`config.mk`:
```
export PLATFORM = sky130hd
export DESIGN_NAME = instr_fetch_unit
export DESIGN_NICKNAME = d
export VERILOG_FILES = /design/src/rtl/instr_fetch_unit.sv
export SDC_FILE = /design/constraint.sdc
export NUM_CORES = 1
export LEC_CHECK = 0
export ABC_CLOCK_PERIOD_IN_PS = 3800
export CORE_ASPECT_RATIO = 2
export CORE_MARGIN = 1.5
export CORE_UTILIZATION = 45
export DETAILED_ROUTE_END_ITERATION = 10
export GPL_ROUTABILITY_DRIVEN = 1
export PLACE_DENSITY = 0.78
export SLEW_MARGIN = 10
export SYNTH_ARGS = -nofsm -noshare
export SYNTH_HDL_FRONTEND = slang
export SYNTH_SLANG_ARGS = --single-unit
```
`constraint.sdc`:
```
create_clock -name clk -period 3.8 [get_ports clk]
set_clock_uncertainty 0.1 [all_clocks]
set_input_delay 0.38 -clock clk [delete_from_list [all_inputs] [get_ports clk]]
set_output_delay 0.38 -clock clk [all_outputs]
set_load 0.01 [all_outputs]
```
`src/rtl/instr_fetch_unit.sv`:
```
// instr_fetch_unit: PC + single-outstanding imem reader feeding a small {pc, word} prefetch FIFO
module instr_fetch_unit #(
   parameter logic [31:0] RESET_PC = 32'h0000_0000,
   parameter int          DEPTH    = 2,
   parameter logic [31:0] NOP      = 32'h0000_0013
) (
   input  logic        clk,
   input  logic        rst_n,
   output logic        imem_req,
   output logic [31:0] imem_addr,
   input  logic        imem_rvalid,
   input  logic [31:0] imem_rdata,
   input  logic        stall,
   input  logic        redirect_valid,
   input  logic [31:0] redirect_pc,
   output logic [31:0] instruction,
   output logic [31:0] instr_pc,
   output logic        instr_valid
);
   localparam int PW = $clog2(DEPTH);
   localparam int CW = PW + 1;
   localparam logic [CW-1:0] FULL = CW'(DEPTH);
   localparam logic [1:0] IDLE  = 2'd0;
   localparam logic [1:0] WAIT  = 2'd1;
   localparam logic [1:0] DRAIN = 2'd2;
   logic [1:0]    state_q, state_d;
   logic [31:0]   fetch_pc_q, fetch_pc_d;
   logic [31:0]   drain_addr_q, last_pc_q;
   logic [31:0]   pc_mem_q   [DEPTH];
   logic [31:0]   word_mem_q [DEPTH];
   logic [PW-1:0] rd_ptr_q, wr_ptr_q;
   logic [CW-1:0] count_q, count_d;
   logic          take, pop, push, issue;
   // handshake qualifiers; redirect overrides every FIFO movement
   always_comb begin
      take  = instr_valid & ~stall;
      pop   = take & ~redirect_valid;
      push  = (state_q == WAIT) & imem_rvalid & ~redirect_valid;
      issue = (state_q == IDLE) & ~redirect_valid & ((count_q - CW'(take)) < FULL);
   end
   // state register
   always_ff @(posedge clk or negedge rst_n) begin
      if (!rst_n) state_q <= IDLE;
      else        state_q <= state_d;
   end
   // next state: any response ends the transaction, redirect in WAIT turns it into a discard
   always_comb begin
      state_d = (state_q == IDLE) ? (issue ? WAIT : IDLE)
              : imem_rvalid ? IDLE
              : (state_q == WAIT && redirect_valid) ? DRAIN : state_q;
   end
   // outputs: DRAIN keeps presenting the abandoned address until its response arrives
   always_comb begin
      imem_req    = state_q != IDLE;
      imem_addr   = (state_q == DRAIN) ? drain_addr_q : fetch_pc_q;
      instr_valid = count_q != '0;
      instruction = instr_valid ? word_mem_q[rd_ptr_q] : NOP;
      instr_pc    = instr_valid ? pc_mem_q[rd_ptr_q] : last_pc_q;
   end
   // next fetch PC and occupancy
   always_comb begin
      fetch_pc_d = redirect_valid ? (redirect_pc & 32'hFFFF_FFFC) : push ? fetch_pc_q + 32'd4 : fetch_pc_q;
      count_d    = redirect_valid ? '0 : count_q + CW'(push) - CW'(pop);
   end
   // PC, pointers and occupancy registers
   always_ff @(posedge clk or negedge rst_n) begin
      if (!rst_n) begin
         fetch_pc_q   <= RESET_PC;
         drain_addr_q <= RESET_PC;
         last_pc_q    <= RESET_PC;
         rd_ptr_q     <= '0;
         wr_ptr_q     <= '0;
         count_q      <= '0;
      end else begin
         fetch_pc_q   <= fetch_pc_d;
         drain_addr_q <= (state_q == WAIT) ? fetch_pc_q : drain_addr_q;
         last_pc_q    <= instr_pc;
         rd_ptr_q     <= redirect_valid ? '0 : rd_ptr_q + PW'(pop);
         wr_ptr_q     <= redirect_valid ? '0 : wr_ptr_q + PW'(push);
         count_q      <= count_d;
      end
   end
   // FIFO storage needs no reset; occupancy qualifies every read
   always_ff @(posedge clk) begin
      if (push) begin
         pc_mem_q[wr_ptr_q]   <= imem_addr;
         word_mem_q[wr_ptr_q] <= imem_rdata;
      end
   end
endmodule

```
==> impl_metrics.py, run 1 <==
metrics = {
    "clocking": {
        "cts_buffer_depth": 3,
        "htreeDepth": 1,
        "cts_setup_buffers": 0,
        "clk_latency_ps": 490,
        "clockRootBuffer": "clkbuf_16",
        "cts_tree": "yes",
        "cts_made_buffers": 19,
        "path_clk_slew_ps": 70,
        "clkSinkCount": 222,
    },
    "synth": {
        "ys_ff_latch": 222,
        "synthSimpleGateAreaFrac": 0.0995,
        "synthMuxAreaShare": 0.128,
        "synth_top_area_share": 0.404,
        "synthFlopType": "edfxtp_1",
        "synth_fa_ha_area_frac": 0.00678,
        "synth_top_family_by_area": "multiplexers",
        "yosysTopAreaCell": "edfxtp_1",
        "avgSynthCellArea_um2": 13.4,
        "synth_area_mm2": 0.00922,
        "yosys.area_share.xor_xnor": 0.0123,
        "synth_compound_area_frac": 0.0582,
        "synthTopCellsByArea": "edfxtp_1 (40%), dfrtp_1 (27%), mux2i_1 (6.8%), mux2_2 (6.0%), o21ai_0 (3.1%)",
        "ys_types": 45,
        "ys_seq_area_frac": 0.670,
        "synth_edf_count": 124,
        "yosys_warnings": 0,
        "async_flop_share": 0.441,
        "synthCells": 688,
    },
    "final_layout": {
        "fillCellCount": 1587,
        "drive_above_1_share": 0.114,
        "mostFrequentLayoutCell": "clkdlybuf4s50_1",
        "n_antenna_cell": 0,
        "final_cell_mix": "clkdlybuf4s50_1 (161), edfxtp_1 (124), dfrtp_1 (97)",
        "num-nets-final": 916,
        "syn_to_final_growth_pct": 27.3,
    },
    "floorplanning": {
        "core_region_area_mm2": 0.0200,
        "dieWidth_um": 104,
        "pin_count": 167,
        "start_util": 0.461,
        "rows": 73,
        "die_area_mm2": 0.0214,
        "die_height_um": 205,
    },
    "sta": {
        "worstMarginPinSlew_ps": 922,
        "maxSlewHeadroom": 0.385,
        "timing.fmax_mhz": 316,
        "rsz0062_at_grt": "no",
        "period_minus_slack_ps": 3170,
        "setup_tns_ps": 0,
        "drv_slew": 0,
        "period_share": 0.833,
        "setup_violations": 0,
        "hold_viol_final": 0,
    },
    "grt": {
        "gr-total-overflow": 0,
        "grtUsageTotal": 0.187,
        "first_global_vias": 5885,
        "grt_pass1_wl_um": 31300,
        "antenna_found_initial": 0,
        "grt_max_degree": 66,
    },
    "power": {
        "power_mw": 6.46,
        "netSwitchingFraction": 0.267,
        "p_sw_mw": 1.72,
        "clkPwrFrac": 0.286,
        "vdd_drop_max_uv": 311,
        "comb_power_share": 0.235,
        "p_seq_frac": 0.480,
        "p_leak_nw": 4.21,
        "power_density_mw_per_mm2": 551,
        "intPower_mw": 4.74,
    },
    "placement": {
        "place_hpwl_um": 13300,
        "portBuffers": 162,
        "place_congestion": 0.820,
    },
    "routing": {
        "drc_errors": 0,
        "routed_wl_um": 19800,
        "first_pass_iters": 4,
        "vias": 5901,
        "drtIter0Drc": 231,
        "avgRoutedWirePerCell_um": 17.8,
        "antenna_left": 0,
        "viasPerCell": 5.29,
    },
    "worst_setup_path": {
        "crit_fanout": 52,
        "cp-end-kind": "output pin",
        "reg2reg_slack_ps": 1330,
        "crit_required_ps": 3320,
        "worst_setup_path_start_kind": "flop",
        "worstSetupPathType": "flop to output pin",
        "worstPathArrival_ps": 2690,
    },
    "flow_run": {
        "maxCapViolCount": 0,
    },
    "worst_hold_path": {
        "hp-class": "primary input to flop",
    },
    "status": {
        "status": "complete, no violations",
    },
}
-- stage by stage --
| step | setup slack [ps] | hold WS (ps) | std cells | area (um^2) | utilization |
|---|---|---|---|---|---|
| finish | 634 | 353 | 1116 | 11700 | 0.587 |
| global route | 481 | 341 | 1116 | 11700 | 0.587 |
| CTS | 547 | 335 | 1116 | 11700 | 0.587 |
| detailed placement | 1040 | 369 | 1082 | 11100 | 0.557 |
| global placement | 1100 | 361 | 1082 | 11100 | 0.557 |
| floorplan | 839 | -15.6 | 689 | 9230 | - |
-- worst max-delay path: stages (launching register included) --
cell and delay [ps]:
dfrtp_4 1030, mux2i_1 190, o21ai_0 300, clkdlybuf4s50_1 690
-- cells in the mapped netlist, types with 3 or more instances --
| library cell | number |
|---|---|
| o31ai_1 | 12 |
| inv_1 | 12 |
| nor4_1 | 4 |
| nor3_1 | 7 |
| ha_1 | 5 |
| buf_1 | 4 |
| or4_1 | 15 |
| dfrtp_1 | 98 |
| mux2i_1 | 63 |
| edfxtp_1 | 124 |
| buf_2 | 4 |
| o21ai_0 | 58 |
| mux2_2 | 49 |
| or3_1 | 5 |
| clkbuf_1 | 30 |
| nor2b_1 | 3 |
| nand4_1 | 5 |
| nand3_1 | 12 |
| a21oi_1 | 5 |
| xnor2_1 | 11 |
| a31oi_1 | 13 |
| nor2_1 | 52 |
| nand2b_1 | 4 |
| nand2_1 | 65 |
-- cell families (layout without fill, tap and decap cells) --
family | count (synthesis) | after routing
and+or+nand+nor | 187 | 187
buffers and inverters | 54 | 219
xor gates and xnor gates | 13 | 13
AOI/OAI and AO/OA | 94 | 94
muxes | 112 | 112
adders and majority gates | 5 | 5
other | 1 | 2
DFF | 222 | 222
-- power by group through the flow --
stage,clock [mW],combinational (mW),sequential (mW)
2_1_floorplan,0,0.753,3.07
5_1_grt,1.98,1.64,3.14
6_report,1.85,1.52,3.10
3_3_place_gp,0,1.49,3.13
3_5_place_dp,0,1.53,3.15
4_1_cts,1.90,1.54,3.10
-- repair_timing --
item / in CTS / in global routing
resized for setup: 0 / 0
hold endpoints to repair: 63 / 0
hold buffers: 1 / 0
-- layer usage --
layer / global-route usage / vias to the layer above / wire length [um]
li1: - / 2809 / -
met3: 0.0238 / 44 / 742
met2: 0.347 / 160 / 10700
met5: 0 / - / 0
met1: 0.207 / 2888 / 7410
met4: 0.0997 / 0 / 944
-- flip-flops by register name, summed over array words and instances (netlist names) --
| signal | count |
|---|---|
| rd_ptr_q | 1 |
| count_q | 2 |
| fetch_pc_q | 30 |
| word_mem_q | 64 |
| pc_mem_q | 60 |
| drain_addr_q | 30 |
| wr_ptr_q | 1 |
| state_q | 2 |
| last_pc_q | 32 |
-- worst paths after layout --
check	startpoint	end	depth (start not counted)
worst max-delay path	rd_ptr_q	instr_pc[31]	3
worst min-delay path	redirect_pc[16]	fetch_pc_q[16]	3
worst max register to register	fetch_pc_q[2]	fetch_pc_q[26]	5
worst min register to register	last_pc_q[0]	last_pc_q[0]	1
max in group asynchronous	rst_n	rd_ptr_q	3
min in group asynchronous	rst_n	drain_addr_q[3]	2
-- area by class of cell --
type,instances,area (um^2),area share
clock buffers,27,526,0.0448
clock inverters,6,56.3,0.00480
inverters,12,45.0,0.00384
multi-input cells,413,2850,0.243
flip-flops and latches,222,6180,0.527
well taps,262,328,0.0279
repair buffers,174,1750,0.149
Note: power is estimated with default switching activity, not from simulation.
==> inputs of run 2 (changes only) <==
--- a/config.mk
+++ b/config.mk
@@ -5,13 +5,13 @@
 export SDC_FILE = /design/constraint.sdc
 export NUM_CORES = 1
 export LEC_CHECK = 0
-export ABC_CLOCK_PERIOD_IN_PS = 3800
+export ABC_CLOCK_PERIOD_IN_PS = 2900
 export CORE_ASPECT_RATIO = 2
 export CORE_MARGIN = 1.5
 export CORE_UTILIZATION = 45
 export DETAILED_ROUTE_END_ITERATION = 10
 export GPL_ROUTABILITY_DRIVEN = 1
-export PLACE_DENSITY = 0.78
+export PLACE_DENSITY = 0.81
 export SLEW_MARGIN = 10
 export SYNTH_ARGS = -nofsm -noshare
 export SYNTH_HDL_FRONTEND = slang
==> constraint.sdc (replaced) <==
create_clock -name clk -period 2.9 [get_ports clk]
set_clock_uncertainty 0.1 [all_clocks]
set_input_delay 0.29 -clock clk [delete_from_list [all_inputs] [get_ports clk]]
set_output_delay 0.29 -clock clk [all_outputs]
set_load 0.01 [all_outputs]
==> impl_metrics.py, run 2 (synthesis gave the netlist of run 1 again) <==
metrics = {
    "sta": {
        "rsz0062_at_grt": "no",
        "hold_viol_final": 0,
        "period_minus_slack_ps": 2760,
        "maxSlewHeadroom": 0.447,
        "timing.fmax_mhz": 362,
        "setup_violations": 0,
        "drv_slew": 0,
        "period_share": 0.953,
        "worstMarginPinSlew_ps": 829,
    },
    "floorplanning": {
        "core_region_area_mm2": 0.0200,
        "rows": 73,
        "die_height_um": 205,
        "pin_count": 167,
        "dieWidth_um": 104,
        "die_area_mm2": 0.0214,
        "start_util": 0.461,
    },
    "worst_setup_path": {
        "max_stage_delay_ps": 540,
        "worstSetupPathType": "flop to output pin",
        "worstPathArrival_ps": 2370,
        "path_cells": "and2b_1, buf_12, mux2_2, clkdlybuf4s50_1",
        "reg2reg_from": "fetch_pc_q[8]",
        "crit_fanout": 36,
        "worst_setup_path_start_kind": "flop",
        "cp-end-kind": "output pin",
        "slowest_stage": "clkdlybuf4s50_1",
        "crit_start": "state_q[0]",
        "crit_required_ps": 2510,
    },
    "routing": {
        "viasPerCell": 5.22,
        "avgRoutedWirePerCell_um": 17.5,
        "vias": 5848,
        "drtIter0Drc": 264,
        "drc_errors": 0,
        "routed_wl_um": 19600,
        "first_pass_iters": 4,
        "antenna_left": 0,
    },
    "status": {
        "status": "complete, no violations",
    },
    "grt": {
        "grt_pass1_wl_um": 30800,
        "gr-total-overflow": 0,
        "first_global_vias": 5988,
        "grtUsageTotal": 0.183,
        "antenna_found_initial": 0,
        "grt_max_degree": 63,
    },
    "final_layout": {
        "drive_above_1_share": 0.121,
        "num-nets-final": 921,
        "final_cell_count_no_fill": 1121,
        "finalInstanceArea_mm2": 0.0118,
        "n_antenna_cell": 0,
        "largest-register": "word_mem_q",
        "mostFrequentLayoutCell": "clkdlybuf4s50_1",
        "largest_register_ffs": 64,
        "syn_to_final_growth_pct": 27.9,
        "top_regs": "word_mem_q (64), pc_mem_q (60), last_pc_q (32)",
        "final_cell_mix": "clkdlybuf4s50_1 (161), edfxtp_1 (124), dfrtp_1 (97)",
    },
    "power": {
        "p_sw_mw": 2.24,
        "power_density_mw_per_mm2": 715,
        "comb_power_share": 0.240,
        "vdd_drop_max_uv": 390,
        "clkPwrFrac": 0.281,
        "p_seq_frac": 0.479,
        "power_mw": 8.44,
        "netSwitchingFraction": 0.266,
        "p_leak_nw": 4.24,
        "intPower_mw": 6.19,
    },
    "placement": {
        "postPlaceCellArea_mm2": 0.0112,
        "place_congestion": 0.848,
        "placed_cells_incl_taps": 1086,
        "place_hpwl_um": 13800,
        "portBuffers": 162,
    },
    "clocking": {
        "clk_latency_ps": 480,
        "path_clk_slew_ps": 70,
        "cts_tree": "yes",
        "cts_buffer_depth": 3,
        "htreeDepth": 1,
        "clockRootBuffer": "clkbuf_16",
        "cts_made_buffers": 19,
        "clkSinkCount": 222,
    },
    "flow_run": {
        "maxCapViolCount": 0,
    },
    "worst_hold_path": {
        "hp-class": "primary input to async pin",
    },
}
run 2: cell count changes in the layout (fill, tap and decap cells not counted), sizes merged:
cell and delta:
clkinvlp +1, clkinv +3, clkbuf -3, inv -1
buf +5
run 2: power by group through the flow:
stage	sequential (mW)	combinational, mW	clock (mW)
floorplan	4.02	0.987	0
global placement	4.08	1.99	0
detailed placement	4.11	2.04	0
CTS	4.05	2.05	2.44
global route	4.09	2.19	2.55
finish	4.04	2.03	2.37
run 2: through the flow:
step                      setup TNS [ps]  setup slack [ps]  utilization  hold slack, ps
after floorplan                    -7590             -61.2            -            -106
after global placement                 0               419        0.560             204
after detailed placement               0               388        0.560             204
after CTS                              0              24.2        0.589             231
after global routing                   0              5.53        0.590             255
final                                  0               135        0.590             221
run 2: worst paths after layout:
path | endpoint | slack, ps | depth (start not counted)
max in group asynchronous | last_pc_q[27] | 1730 | 3
min in group clk | fetch_pc_q[12] | 260 | 3
worst max-delay path | imem_addr[19] | 140 | 4
worst min register to register | last_pc_q[0] | 380 | 1
worst max register to register | fetch_pc_q[22] | 500 | 4
worst min-delay path | last_pc_q[1] | 220 | 2
run 2: timing repair:
item	CTS	global route
setup buffers	0	1
resized for setup	0	6
hold buffers	1	0
endpoints found under the setup margin	0	11
hold endpoints to repair	36	0
run 2: worst max-delay path, delay by kind of cell, from the launching register on:
family,cells,cell delay [ps]
and+or+nand+nor,1,270
buffers and inverters,2,750
DFF,1,460
muxes,1,380
run 2: final cells by class:
class,count,area (um^2)
Clock buffer,24,504
Clock inverter,9,71.3
Fill cell,1581,8210
Inverter,12,45.0
Multi-Input combinational cell,413,2830
Sequential cell,222,6180
Tap cell,262,328
Timing Repair Buffer,179,1830
run 2: routing by layer:
layer	share of wire	routed length (um)	up-vias	GRT usage
li1	-	-	2816	-
met1	0.36	7150	2842	0.194
met2	0.57	11100	149	0.360
met3	0.033	646	41	0.0212
met4	0.034	672	0	0.0769
met5	0	0	-	0
